$ cat src/rtl/iq_sample_packer.sv
// IQ sample packer: reduces each I/Q component to OUT_BITS bits and packs N = WIDTH/(2*OUT_BITS)
// samples per output word, closing a word early on i_tlast so packets never share a word.
module iq_sample_packer #(
    parameter int unsigned WIDTH    = 32,
    parameter int unsigned OUT_BITS = 4,
    parameter int unsigned ROUND    = 0,
    localparam int unsigned SlotW   = (OUT_BITS < 1) ? 2 : 2 * OUT_BITS,
    localparam int unsigned N       = WIDTH / SlotW,
    localparam int unsigned NvW     = $clog2(N + 1)
) (
    input  logic             clk,
    input  logic             reset,
    input  logic [WIDTH-1:0] i_tdata,
    input  logic             i_tlast,
    input  logic             i_tvalid,
    output logic             i_tready,
    output logic [WIDTH-1:0] o_tdata,
    output logic             o_tlast,
    output logic             o_tvalid,
    input  logic             o_tready,
    output logic [NvW-1:0]   o_nvalid
);

    localparam int unsigned HW   = WIDTH / 2;
    localparam int unsigned Drop = HW - OUT_BITS;
    localparam int unsigned CntW = (N > 1) ? $clog2(N) : 1;

    localparam logic [CntW-1:0]     LastSlot = CntW'(N - 1);
    localparam logic [OUT_BITS-1:0] MaxPos   = {OUT_BITS{1'b1}} >> 1;
    localparam logic [HW:0]         Half     = (Drop > 0) ? ((HW + 1)'(1) << (Drop - 1)) : '0;

    if ((WIDTH % 2) != 0 || OUT_BITS < 1 || OUT_BITS > HW || (WIDTH % SlotW) != 0 || N < 2)
    begin : g_param_check
        $error("iq_sample_packer: illegal WIDTH/OUT_BITS combination");
    end

    logic [HW-1:0]       i_comp;
    logic [HW-1:0]       q_comp;
    logic [OUT_BITS-1:0] i_red;
    logic [OUT_BITS-1:0] q_red;

    assign i_comp = i_tdata[WIDTH-1 -: HW];
    assign q_comp = i_tdata[HW-1:0];

    if (ROUND != 0 && Drop > 0) begin : g_round
        logic [HW:0] i_sum;
        logic [HW:0] q_sum;
        logic        unused_sum;

        assign i_sum = {i_comp[HW-1], i_comp} + Half;
        assign q_sum = {q_comp[HW-1], q_comp} + Half;

        // Sign bits disagree only when a positive value carried past max positive.
        assign i_red = (i_sum[HW] != i_sum[HW-1]) ? MaxPos : i_sum[HW-1 -: OUT_BITS];
        assign q_red = (q_sum[HW] != q_sum[HW-1]) ? MaxPos : q_sum[HW-1 -: OUT_BITS];

        assign unused_sum = ^{i_sum[Drop-1:0], q_sum[Drop-1:0]};
    end else begin : g_trunc
        assign i_red = i_comp[HW-1 -: OUT_BITS];
        assign q_red = q_comp[HW-1 -: OUT_BITS];

        if (Drop > 0) begin : g_lsb
            logic unused_lsb;
            assign unused_lsb = ^{i_comp[Drop-1:0], q_comp[Drop-1:0]};
        end
    end

    logic [WIDTH-1:0] acc_q, acc_d;
    logic [CntW-1:0]  cnt_q, cnt_d;
    logic [WIDTH-1:0] tdata_q, tdata_d;
    logic             tlast_q, tlast_d;
    logic             tvalid_q, tvalid_d;
    logic [NvW-1:0]   nvalid_q, nvalid_d;

    logic             accept;
    logic             complete;
    logic [WIDTH-1:0] slot_word;
    logic [WIDTH-1:0] word;

    assign i_tready = ~tvalid_q | o_tready;
    assign accept   = i_tvalid & i_tready;
    assign complete = accept & ((cnt_q == LastSlot) | i_tlast);

    // Slot 0 sits at the top of the word; later slots move down by one slot width each.
    assign slot_word = {i_red, q_red, {(WIDTH - SlotW){1'b0}}} >> (int'(cnt_q) * SlotW);
    assign word      = acc_q | slot_word;

    always_comb begin
        acc_d    = acc_q;
        cnt_d    = cnt_q;
        tdata_d  = tdata_q;
        tlast_d  = tlast_q;
        tvalid_d = tvalid_q;
        nvalid_d = nvalid_q;

        if (tvalid_q && o_tready) begin
            tvalid_d = 1'b0;
        end

        if (accept) begin
            if (complete) begin
                acc_d    = '0;
                cnt_d    = '0;
                tdata_d  = word;
                tlast_d  = i_tlast;
                tvalid_d = 1'b1;
                nvalid_d = NvW'(cnt_q) + NvW'(1);
            end else begin
                acc_d = word;
                cnt_d = cnt_q + CntW'(1);
            end
        end
    end

    always_ff @(posedge clk or posedge reset) begin
        if (reset) begin
            acc_q    <= '0;
            cnt_q    <= '0;
            tdata_q  <= '0;
            tlast_q  <= 1'b0;
            tvalid_q <= 1'b0;
            nvalid_q <= '0;
        end else begin
            acc_q    <= acc_d;
            cnt_q    <= cnt_d;
            tdata_q  <= tdata_d;
            tlast_q  <= tlast_d;
            tvalid_q <= tvalid_d;
            nvalid_q <= nvalid_d;
        end
    end

    assign o_tdata  = tdata_q;
    assign o_tlast  = tlast_q;
    assign o_tvalid = tvalid_q;
    assign o_nvalid = nvalid_q;

endmodule

$ cat config.mk
export PLATFORM = sky130hd
export DESIGN_NAME = iq_sample_packer
export DESIGN_NICKNAME = d
export VERILOG_FILES = /design/src/rtl/iq_sample_packer.sv
export SDC_FILE = /design/constraint.sdc
export NUM_CORES = 1
export LEC_CHECK = 0
export ABC_AREA = 0
export ABC_CLOCK_PERIOD_IN_PS = 2100
export BUFFER_PORTS_ARGS = -buffer_cell sky130_fd_sc_hd__buf_2
export CAP_MARGIN = 20
export CORE_ASPECT_RATIO = 0.7
export CORE_MARGIN = 4
export CORE_UTILIZATION = 38
export CTS_BUF_LIST = sky130_fd_sc_hd__clkbuf_8
export CTS_CLUSTER_DIAMETER = 60
export DETAILED_ROUTE_END_ITERATION = 16
export PLACE_DENSITY = 0.61
export SYNTH_ARGS = -nofsm -noshare
export SYNTH_HDL_FRONTEND = slang
export SYNTH_SLANG_ARGS = --single-unit
$ cat constraint.sdc
create_clock -name clk -period 2.1 [get_ports clk]
set_clock_uncertainty 0.05 [all_clocks]
set_input_delay 0.105 -clock clk [delete_from_list [all_inputs] [get_ports clk]]
set_output_delay 0.105 -clock clk [all_outputs]
set_load 0.02 [all_outputs]
Word-level counts from Yosys, hierarchy flattened --
Cells that the tools add are included.
Operators by class: bitwise gates (word level) 6, equality and inequality tests 1, shifts and indexed selects 1, reduce and logical (&&, ||, !) cells 2, add/sub/neg operators 2, multiplexer cells 5
Operators with widths (count):
- $mux 32 | 1
- $or 32x32->32 | 1
- $shr 32x5->32 | 1
- $add 2x1->3 const B | 1
- $mux 1 | 3
- $add 2x1->2 const B | 1
- $and 1x1->1 | 2
- $eq 2x2->1 const B | 1
- $mux 2 | 1
- $or 1x1->1 | 2
- $reduce_and 2->1 | 1
- $logic_and 1x1->1 | 1
- $not 1->1 | 1
Storage, ports and cells: output and inout bits 38, word-level logic and storage cells 23, bits in registers 71, bits of input ports 37

Logic depth before layout (Yosys ltp) --
Gate-level depths: netlist of the first run.
word-level depth 6, mapped depth 6, depth with buffers taken out 4

Worst setup path after synthesis of the first run --
No wires, ideal clock.
path kind register -> register, from register cnt_q[0], to register nvalid_q[1] (netlist: o_nvalid[1]), path buffers 1, library setup time 0.127 ns, data required time 1.923 ns, cell stages (with the launch flop) 6, period minus slack after synthesis 1.545 ns, path slack 0.555 ns, data arrival time 1.368 ns, cell sequence dfrtp_1 > ha_1 > nor2_2 > nor3_4 > buf_6 > mux2_1
Between the ends: word-level cells in the longest chain between the ends 4, elaborated cells between the ends (all ways) 5, those cells by class 1 x add/sub; 1 x eq/ne; 2 x bitwise; 1 x reduce/logical
Ends and longest elaborated chain:
- start, declared | line 69 | logic [CntW-1:0] cnt_q, cnt_d;
- start signal, assigned | line 125 | cnt_q <= cnt_d;
- $eq 2x2->1 | line 82 | assign complete = accept & ((cnt_q == LastSlot) | i_tlast);
- $or 1x1->1 | line 82
- $and 1x1->1 | line 82
- $reduce_and 2->1 (no line)
- end signal, assigned | line 129 | nvalid_q <= nvalid_d;
- end, declared | line 73 | logic [NvW-1:0] nvalid_q, nvalid_d;
Several ways; a longest one is shown, not always the timed one. A chain may end at the register's enable or synchronous reset.

Final worst setup path of the first run --
from register cnt_q[0], to register tdata_q[21] (netlist: o_tdata[21])
Between the ends: word-level cells in the longest chain between the ends 4, elaborated cells between the ends (all ways) 6, those cells by class 1 x eq/ne; 1 x shift; 3 x bitwise; 1 x reduce/logical
Ends and longest elaborated chain:
- parallel branches: the longest is 4 deep, another holds $shr 32x5->32
- end signal, assigned | line 126 | tdata_q <= tdata_d;
- end, declared | line 70 | logic [WIDTH-1:0] tdata_q, tdata_d;
Parallel ways; which one is timed is not known.

==> results.toml, run 1 <==
[status]
run_status = "finished clean"

[critical_path]
crit_type = "flip-flop to flip-flop"
timing.critical_path.to_type = "flip-flop"
ff2ff_path_depth = 3
cp_buf_inv_count = 0
critPathTopFamily = "simple AND/OR/NAND/NOR gates"
setup.worst_path.start_class = "flip-flop"
worst-endpoint-arrival_ns = 1.99
cpMaxStageDelayCell = "sky130_fd_sc_hd__nor2b_1"
cp.depth = 3
max_stage_delay_on_crit_path_ns = 0.83
data_required_time_of_the_worst_path_ns = 2.31
worstPathMaxFanout = 16
critical_path_cell_sequence = "nor2b_1 > a21oi_1 > mux2i_1"

[clock_network]
numClockSinks = 71
numCtsBuffers = 9
postCtsResizedCells = 0
htree_levels = 3
cts-root-to-sink-buffers = 2
clkSlewWorstSetupHoldPaths_ns = 0.07
latest_clock_arrival_within_the_worst_skew_pair_ns = 0.34
cts_root_buffer = "sky130_fd_sc_hd__clkbuf_8"
cts_tree = "yes"

[timing]
final.period_utilization_pct = 84.7
rsz0062_at_grt = "no"
tightestPinTransition_ns = 1.02
timing.final.max_slew_violations = 0
report.final.hold_viol_count = 0
final_period_minus_worst_setup_slack_ns = 1.78
tns_ns = 0
fmaxAchievable_mhz = 562
timing.final.setup_violations = 0
postLayoutSetupSlackWorst_ns = 0.322
slew_headroom_pct = 31.6

[place]
hpwlAfterDp_mm = 4.29
place.gp.congestion = 0.767
port_buffers = 50
dpl_worst_slack_ns = 0.305

[yosys]
synth-warning-count = 0
synth_area_leaders = "sky130_fd_sc_hd__dfrtp_1 57%, sky130_fd_sc_hd__mux2i_1 10%, sky130_fd_sc_hd__a41oi_1 9.0%"
total_standard_cell_area_after_synthesis_um2 = 3120
synth.ff_latch_count = 71
synth_fp_nets = 326
synth.lib_cells_used.distinct = 26
synthesis.area_per_instance_um2 = 10.8
synth_top_cells_by_count = "71 x sky130_fd_sc_hd__dfrtp_1, 33 x sky130_fd_sc_hd__inv_1, 33 x sky130_fd_sc_hd__nor2_1"
postSynth.asyncResetShare_pct = 100
sequential_share_of_the_synthesized_area_pct = 56.9
netlist.area_leader.share_pct = 56.9
synth_cells = 288
postSynth.topFlopCell = "sky130_fd_sc_hd__dfrtp_1"
synth_largest_area_cell = "sky130_fd_sc_hd__dfrtp_1"
synth-edff-count = 0
post-synth-top-count-cell = "sky130_fd_sc_hd__dfrtp_1"

[global_routing]
total_routing_usage_reported_by_global_routing_pct = 14.7
first_pass_grt_wire_length_mm = 11.2
grt_pass1_vias = 2204
grt_overflow_total = 0
grt_start_max_net_pins = 72
antenna_found_initial = 0

[job]
max_cap_viol_count = 0

[power_and_ir_drop]
logic_gate_share_of_total_power_pct = 30.8
leakagePower_nw = 1.74
powerDensity_nw_per_um2 = 1240
pwr-share-seq_pct = 43.3
vdd_ir_drop_max_mv = 0.469
p_sw_share_pct = 34.8
switchingPower_mw = 1.57
clkPwrFrac_pct = 25.9
internal_power_mw = 2.94

[finish]
n_fill_cell = 765
syn_to_final_growth_pct = 16.2
num_antenna_cells = 0
ff_latch_area_um2 = 1780
nets = 364
multi_input_comb_area_um2 = 1050
final_layout_size_suffix_gt1_share_pct = 22.7

[hold_path]
min_delay_path_depth = 4
holdCritPathClass = "primary input to flip-flop"

[routing]
drt_iter0_markers = 115
postRouteAntennaNets = 0
detail_route.first_pass.iterations = 5
avgViaCountPerCell = 5.19
post-route-drc-count = 0
drt_wl_total_mm = 6.76
vias = 2236
wire_per_inst_um = 15.7

[floorplan]
initial_utilization_pct = 39.4
dieArea_um2 = 9760
fp.dieW_um = 116
fp-row-count = 27
die-height_um = 83.9
design.portCount = 75
fp.coreArea_um2 = 7940
## layer usage
layer  GRT usage (%)  up-vias  routed length, um
met1            20.8     1090               3160
met2            20.9       69               2960
met4            4.11        0                 68
met3            5.80        9                569
li1                -     1068                  -
met5               0        -                  0
## what timing repair did
item,CTS,global route
buffers inserted,0,0
endpoints found under the setup margin,0,0
endpoints found under the hold margin,72,0
hold buffers,2,0
## tightest hold or removal path, cell delays in order
cell                      delay, ns
sky130_fd_sc_hd__buf_2         0.10
sky130_fd_sc_hd__nor2b_4       0.06
sky130_fd_sc_hd__inv_2         0.07
sky130_fd_sc_hd__nand2_1       0.04
## area by class of cell
type,count,area share (%)
sequential,71,48.9
multi-input combinational,152,28.9
inverter,35,3.62
clock inverter,5,2.07
timing repair buffer,57,9.17
tap,101,3.48
clock buffer,10,3.79
## metrics by stage
| stage | total power [mW] | instances | hold slack [ns] | util (%) | cell area [um^2] |
|---|---|---|---|---|---|
| final | 4.52 | 431 | 0.0289 | 45.7 | 3630 |
| after global routing | 4.83 | 431 | 0.0376 | 45.7 | 3630 |
| after CTS | 4.58 | 431 | 0.0184 | 45.7 | 3630 |
| after detailed placement | 3.39 | 414 | 0.169 | 42.8 | 3400 |
| after global placement | 3.36 | 414 | 0.169 | 42.8 | 3400 |
| after floorplan | 2.96 | 288 | 0.195 | - | 3120 |
## cells by family after synthesis
group                      after synthesis  synth area share (%)
adders and majority gates                1                 0.400
buffers and inverters                   65                  9.53
DFF                                     71                  56.9
AOI/OAI and AO/OA                       71                  15.5
muxes                                   33                  10.6
and+or+nand+nor                         47                  7.05
## worst paths after layout
check | start | end | slack [ns]
setup / recovery | cnt_q[0] | o_tdata[21] | 0.32
hold / removal | o_tready | o_tvalid | 0.03
setup reg to reg | cnt_q[0] | o_tdata[21] | 0.32
hold reg to reg | o_nvalid[1] | o_nvalid[1] | 0.44
max in group asynchronous | reset | o_tvalid | 1.35
min in group asynchronous | reset | o_tlast | 0.31
## state kept, by name (all words and copies together) (netlist names)
register	flops
acc_q	32
o_nvalid	3
o_tvalid	1
o_tlast	1
cnt_q	2
o_tdata	32
## layout by cell type, fill, tap and decap left out, types with 3 or more instances in the layout
master	instances
sky130_fd_sc_hd__clkbuf_8	10
sky130_fd_sc_hd__inv_2	3
sky130_fd_sc_hd__nand3_1	3
sky130_fd_sc_hd__dfrtp_1	71
sky130_fd_sc_hd__a41oi_1	32
sky130_fd_sc_hd__buf_4	3
sky130_fd_sc_hd__a21oi_1	32
sky130_fd_sc_hd__inv_1	34
sky130_fd_sc_hd__mux2i_1	32
sky130_fd_sc_hd__buf_2	50
sky130_fd_sc_hd__nor2_1	33
## power by group through the flow
stage | sequential [mW] | combinational, mW | clock (mW)
final | 1.96 | 1.39 | 1.17
after global routing | 2.01 | 1.55 | 1.27
after CTS | 1.96 | 1.42 | 1.20
after detailed placement | 1.98 | 1.42 | 0
after global placement | 1.98 | 1.39 | 0
after floorplan | 2.29 | 0.677 | 0
Note: power is estimated with default switching activity, not from simulation.
==> run 2: changes to the inputs <==
--- a/config.mk
+++ b/config.mk
@@ -5,8 +5,8 @@
 export SDC_FILE = /design/constraint.sdc
 export NUM_CORES = 1
 export LEC_CHECK = 0
-export ABC_AREA = 0
-export ABC_CLOCK_PERIOD_IN_PS = 2100
+export ABC_AREA = 1
+export ABC_CLOCK_PERIOD_IN_PS = 1420
 export BUFFER_PORTS_ARGS = -buffer_cell sky130_fd_sc_hd__buf_2
 export CAP_MARGIN = 20
 export CORE_ASPECT_RATIO = 0.7
@@ -15,7 +15,7 @@
 export CTS_BUF_LIST = sky130_fd_sc_hd__clkbuf_8
 export CTS_CLUSTER_DIAMETER = 60
 export DETAILED_ROUTE_END_ITERATION = 16
-export PLACE_DENSITY = 0.61
+export PLACE_DENSITY = 0.63
 export SYNTH_ARGS = -nofsm -noshare
 export SYNTH_HDL_FRONTEND = slang
 export SYNTH_SLANG_ARGS = --single-unit
==> constraint.sdc (replaced) <==
create_clock -name clk -period 1.42 [get_ports clk]
set_clock_uncertainty 0.05 [all_clocks]
set_input_delay 0.071 -clock clk [delete_from_list [all_inputs] [get_ports clk]]
set_output_delay 0.071 -clock clk [all_outputs]
set_load 0.02 [all_outputs]
==> run 2 against run 1 <==
The flow now finishes with violations (negative setup slack). Design area up 14%. Sequential share of layout area down 6.2 points. Synthesized cell count up 34%. First-iteration DRC count up 91%. Clock power up 24%. Area after synthesis down 0.16%. Critical path depth up 5. Register-to-register slack worse by 0.33 ns. Clock-buffer cell count unchanged.
==> results.toml, run 2 <==
[yosys]
synth_fp_nets = 424
synth_top_cells_by_count = "171 x sky130_fd_sc_hd__nand2_1, 71 x sky130_fd_sc_hd__dfrtp_1, 65 x sky130_fd_sc_hd__nor2_1"
synth_area_leaders = "sky130_fd_sc_hd__dfrtp_1 57%, sky130_fd_sc_hd__nand2_1 21%, sky130_fd_sc_hd__nor2_1 7.8%"
postSynth.topFlopCell = "sky130_fd_sc_hd__dfrtp_1"
post-synth-top-count-cell = "sky130_fd_sc_hd__nand2_1"
synth_largest_area_cell = "sky130_fd_sc_hd__dfrtp_1"
synth-warning-count = 0
synth-edff-count = 0
netlist.area_leader.share_pct = 57.0
synthesis.area_per_instance_um2 = 8.08
postSynth.asyncResetShare_pct = 100
synth.lib_cells_used.distinct = 16
sequential_share_of_the_synthesized_area_pct = 57.0
synth.ff_latch_count = 71
total_standard_cell_area_after_synthesis_um2 = 3120
synth_cells = 386

[power_and_ir_drop]
clkPwrFrac_pct = 24.4
switchingPower_mw = 2.18
logic_gate_share_of_total_power_pct = 32.9
powerDensity_nw_per_um2 = 1430
pwr-share-seq_pct = 42.7
p_sw_share_pct = 36.8
leakagePower_nw = 2.28
internal_power_mw = 3.75
vdd_ir_drop_max_mv = 0.620

[timing]
timing.final.setup_violations = 1
report.final.hold_viol_count = 0
fmaxAchievable_mhz = 701
final_period_minus_worst_setup_slack_ns = 1.43
rsz0062_at_grt = "yes"
slew_headroom_pct = 74.6
postLayoutSetupSlackWorst_ns = -0.00588
timing.final.max_slew_violations = 0
final.period_utilization_pct = 100
tightestPinTransition_ns = 0.381

[global_routing]
globalRoute.busiestLayer = "met1"
grt_start_max_net_pins = 72
grt_overflow_total = 0
grt_pass1_vias = 2560
first_pass_grt_wire_length_mm = 12.8
gr-usage-met2_pct = 23.6
use_met3_pct = 5.51
met1_usage_pct = 24.7
total_routing_usage_reported_by_global_routing_pct = 16.9
antenna_found_initial = 0

[finish]
syn_to_final_growth_pct = 33.2
num_antenna_cells = 0
final_layout_size_suffix_gt1_share_pct = 28.8
nets = 501
fin_cells = 569
layout.cells.most_common_list = "144 x sky130_fd_sc_hd__nand2_1, 71 x sky130_fd_sc_hd__dfrtp_1, 63 x sky130_fd_sc_hd__nor2_1, 50 x sky130_fd_sc_hd__buf_2, 24 x sky130_fd_sc_hd__nand2_2"
layout_commonest_cell = "sky130_fd_sc_hd__nand2_1"

[floorplan]
dieArea_um2 = 9750
fp.dieW_um = 116
die-height_um = 83.8
design.portCount = 75
initial_utilization_pct = 39.3
fp-row-count = 27
fp.coreArea_um2 = 7940

[hold_path]
holdCritPathClass = "primary input to flip-flop"

[clock_network]
numClockSinks = 71
cts-root-to-sink-buffers = 2
clkSlewWorstSetupHoldPaths_ns = 0.07
cts_tree = "yes"
latest_clock_arrival_within_the_worst_skew_pair_ns = 0.35
htree_levels = 3
cts_root_buffer = "sky130_fd_sc_hd__clkbuf_8"
numCtsBuffers = 9

[routing]
vias = 2706
avgViaCountPerCell = 4.76
wire_per_inst_um = 14.8
detail_route.first_pass.iterations = 5
drt_iter0_markers = 220
drt_wl_total_mm = 8.42
postRouteAntennaNets = 0
post-route-drc-count = 0

[place]
port_buffers = 50
dpl_worst_slack_ns = -0.162
hpwlAfterDp_mm = 4.90
place.gp.congestion = 0.827
numPlacedInstances = 533

[critical_path]
max_stage_delay_on_crit_path_ns = 0.38
critPathTopFamily = "flip-flops"
crit_type = "flip-flop to flip-flop"
worstPathMaxFanout = 6
worst-endpoint-arrival_ns = 1.64
timing.critical_path.to_type = "flip-flop"
setup.worst_path.start_class = "flip-flop"
cp_buf_inv_count = 3
critical_path_cell_sequence = "ha_2 > inv_2 > nand2_4 > nand3_4 > buf_6 > clkbuf_16 > nand2_2 > nor2_1"
cpMaxStageDelayCell = "sky130_fd_sc_hd__dfrtp_1"
data_required_time_of_the_worst_path_ns = 1.64

[status]
run_status = "finished with violations"
failed_checks = "negative setup slack"

[job]
max_cap_viol_count = 0
==> run 2: changes by cell type in the layout (fill, tap and decap cells not counted), sizes merged, moves of 6 or more <==
cell / before / now
o21bai: 0 / 16
mux2i: 32 / 0
inv: 37 / 20
nand2: 2 / 172
buf: 55 / 73
a21oi: 32 / 0
clkbuf: 10 / 16
nor2: 35 / 67
nand3: 3 / 19
a41oi: 32 / 0
==> run 2: cell families (layout without fill, tap and decap cells) <==
kind of cell               after synthesis  count (layout)  share of synthesized area [%]
adders and majority gates                1               1                          0.401
buffers and inverters                   40             120                           6.26
and+or+nand+nor                        256             258                           32.0
DFF                                     71              71                           57.0
AOI/OAI and AO/OA                       18              18                           4.37
==> run 2: worst paths after layout <==
kind / startpoint / end / slack [ns] / cells past startpoint
min in group asynchronous: reset / o_tdata[20] / 0.31 / 4
max reg2reg: cnt_q[0] / acc_q[10] / -0.006 / 8
min: i_tdata[30] / acc_q[30] / 0.07 / 5
max in group asynchronous: reset / o_tdata[0] / 0.70 / 4
min reg2reg: o_tlast / o_tlast / 0.42 / 2
max: cnt_q[0] / acc_q[10] / -0.006 / 8
==> run 2: cell type report <==
type	count	area, um^2
fillers	736	3780
inverters	22	90.1
clock inverters	6	37.5
well taps	101	126
repair buffers	81	698
flip-flops and latches	71	1780
repair inverters	1	7.51
clock buffers	10	138
multi-input cells	277	1280
==> run 2: power by group through the flow <==
stage	combinational, mW	sequential, mW	clock, mW
2_1_floorplan	0.816	2.87	0
3_3_place_gp	1.65	2.56	0
3_5_place_dp	1.67	2.56	0
4_1_cts	1.72	2.53	1.48
5_1_grt	2.15	2.58	1.56
6_report	1.95	2.53	1.45
==> run 2: what timing repair did <==
action,4_1_cts,5_1_grt
cloned,1,10
pin swaps,1,7
hold buffers,2,0
endpoints found under the hold margin,72,0
buffers inserted,1,6
gates resized for setup,4,45
endpoints found under the setup margin,38,70
==> run 2: metal layers <==
metal | part of all wire (%) | wire length (um) | up-vias
li1 | - | - | 1338
met1 | 47 | 3960 | 1276
met2 | 44 | 3730 | 78
met3 | 7.1 | 595 | 14
met4 | 1.6 | 132 | 0
met5 | 0 | 0 | -
==> run 2: tightest hold or removal path, stage by stage <==
cell	delay [ns]
sky130_fd_sc_hd__buf_2	0.12
sky130_fd_sc_hd__nand3_1	0.08
sky130_fd_sc_hd__nand2_1	0.06
sky130_fd_sc_hd__nand2_1	0.06
sky130_fd_sc_hd__nor2_1	0.03
==> run 2: through the flow <==
step                utilization (%)  total power, mW  hold slack, ns  TNS (ns)  instance area [um^2]
CTS                            47.6             5.73          0.0591         0                  3780
finish                         52.3             5.93          0.0663  -0.00588                  4150
detailed placement             44.6             4.24           0.156     -4.00                  3540
floorplan                         -             3.68           0.138         0                  3120
global placement               44.6             4.22           0.153     -2.67                  3540
global route                   52.3             6.30          0.0958    -0.665                  4150
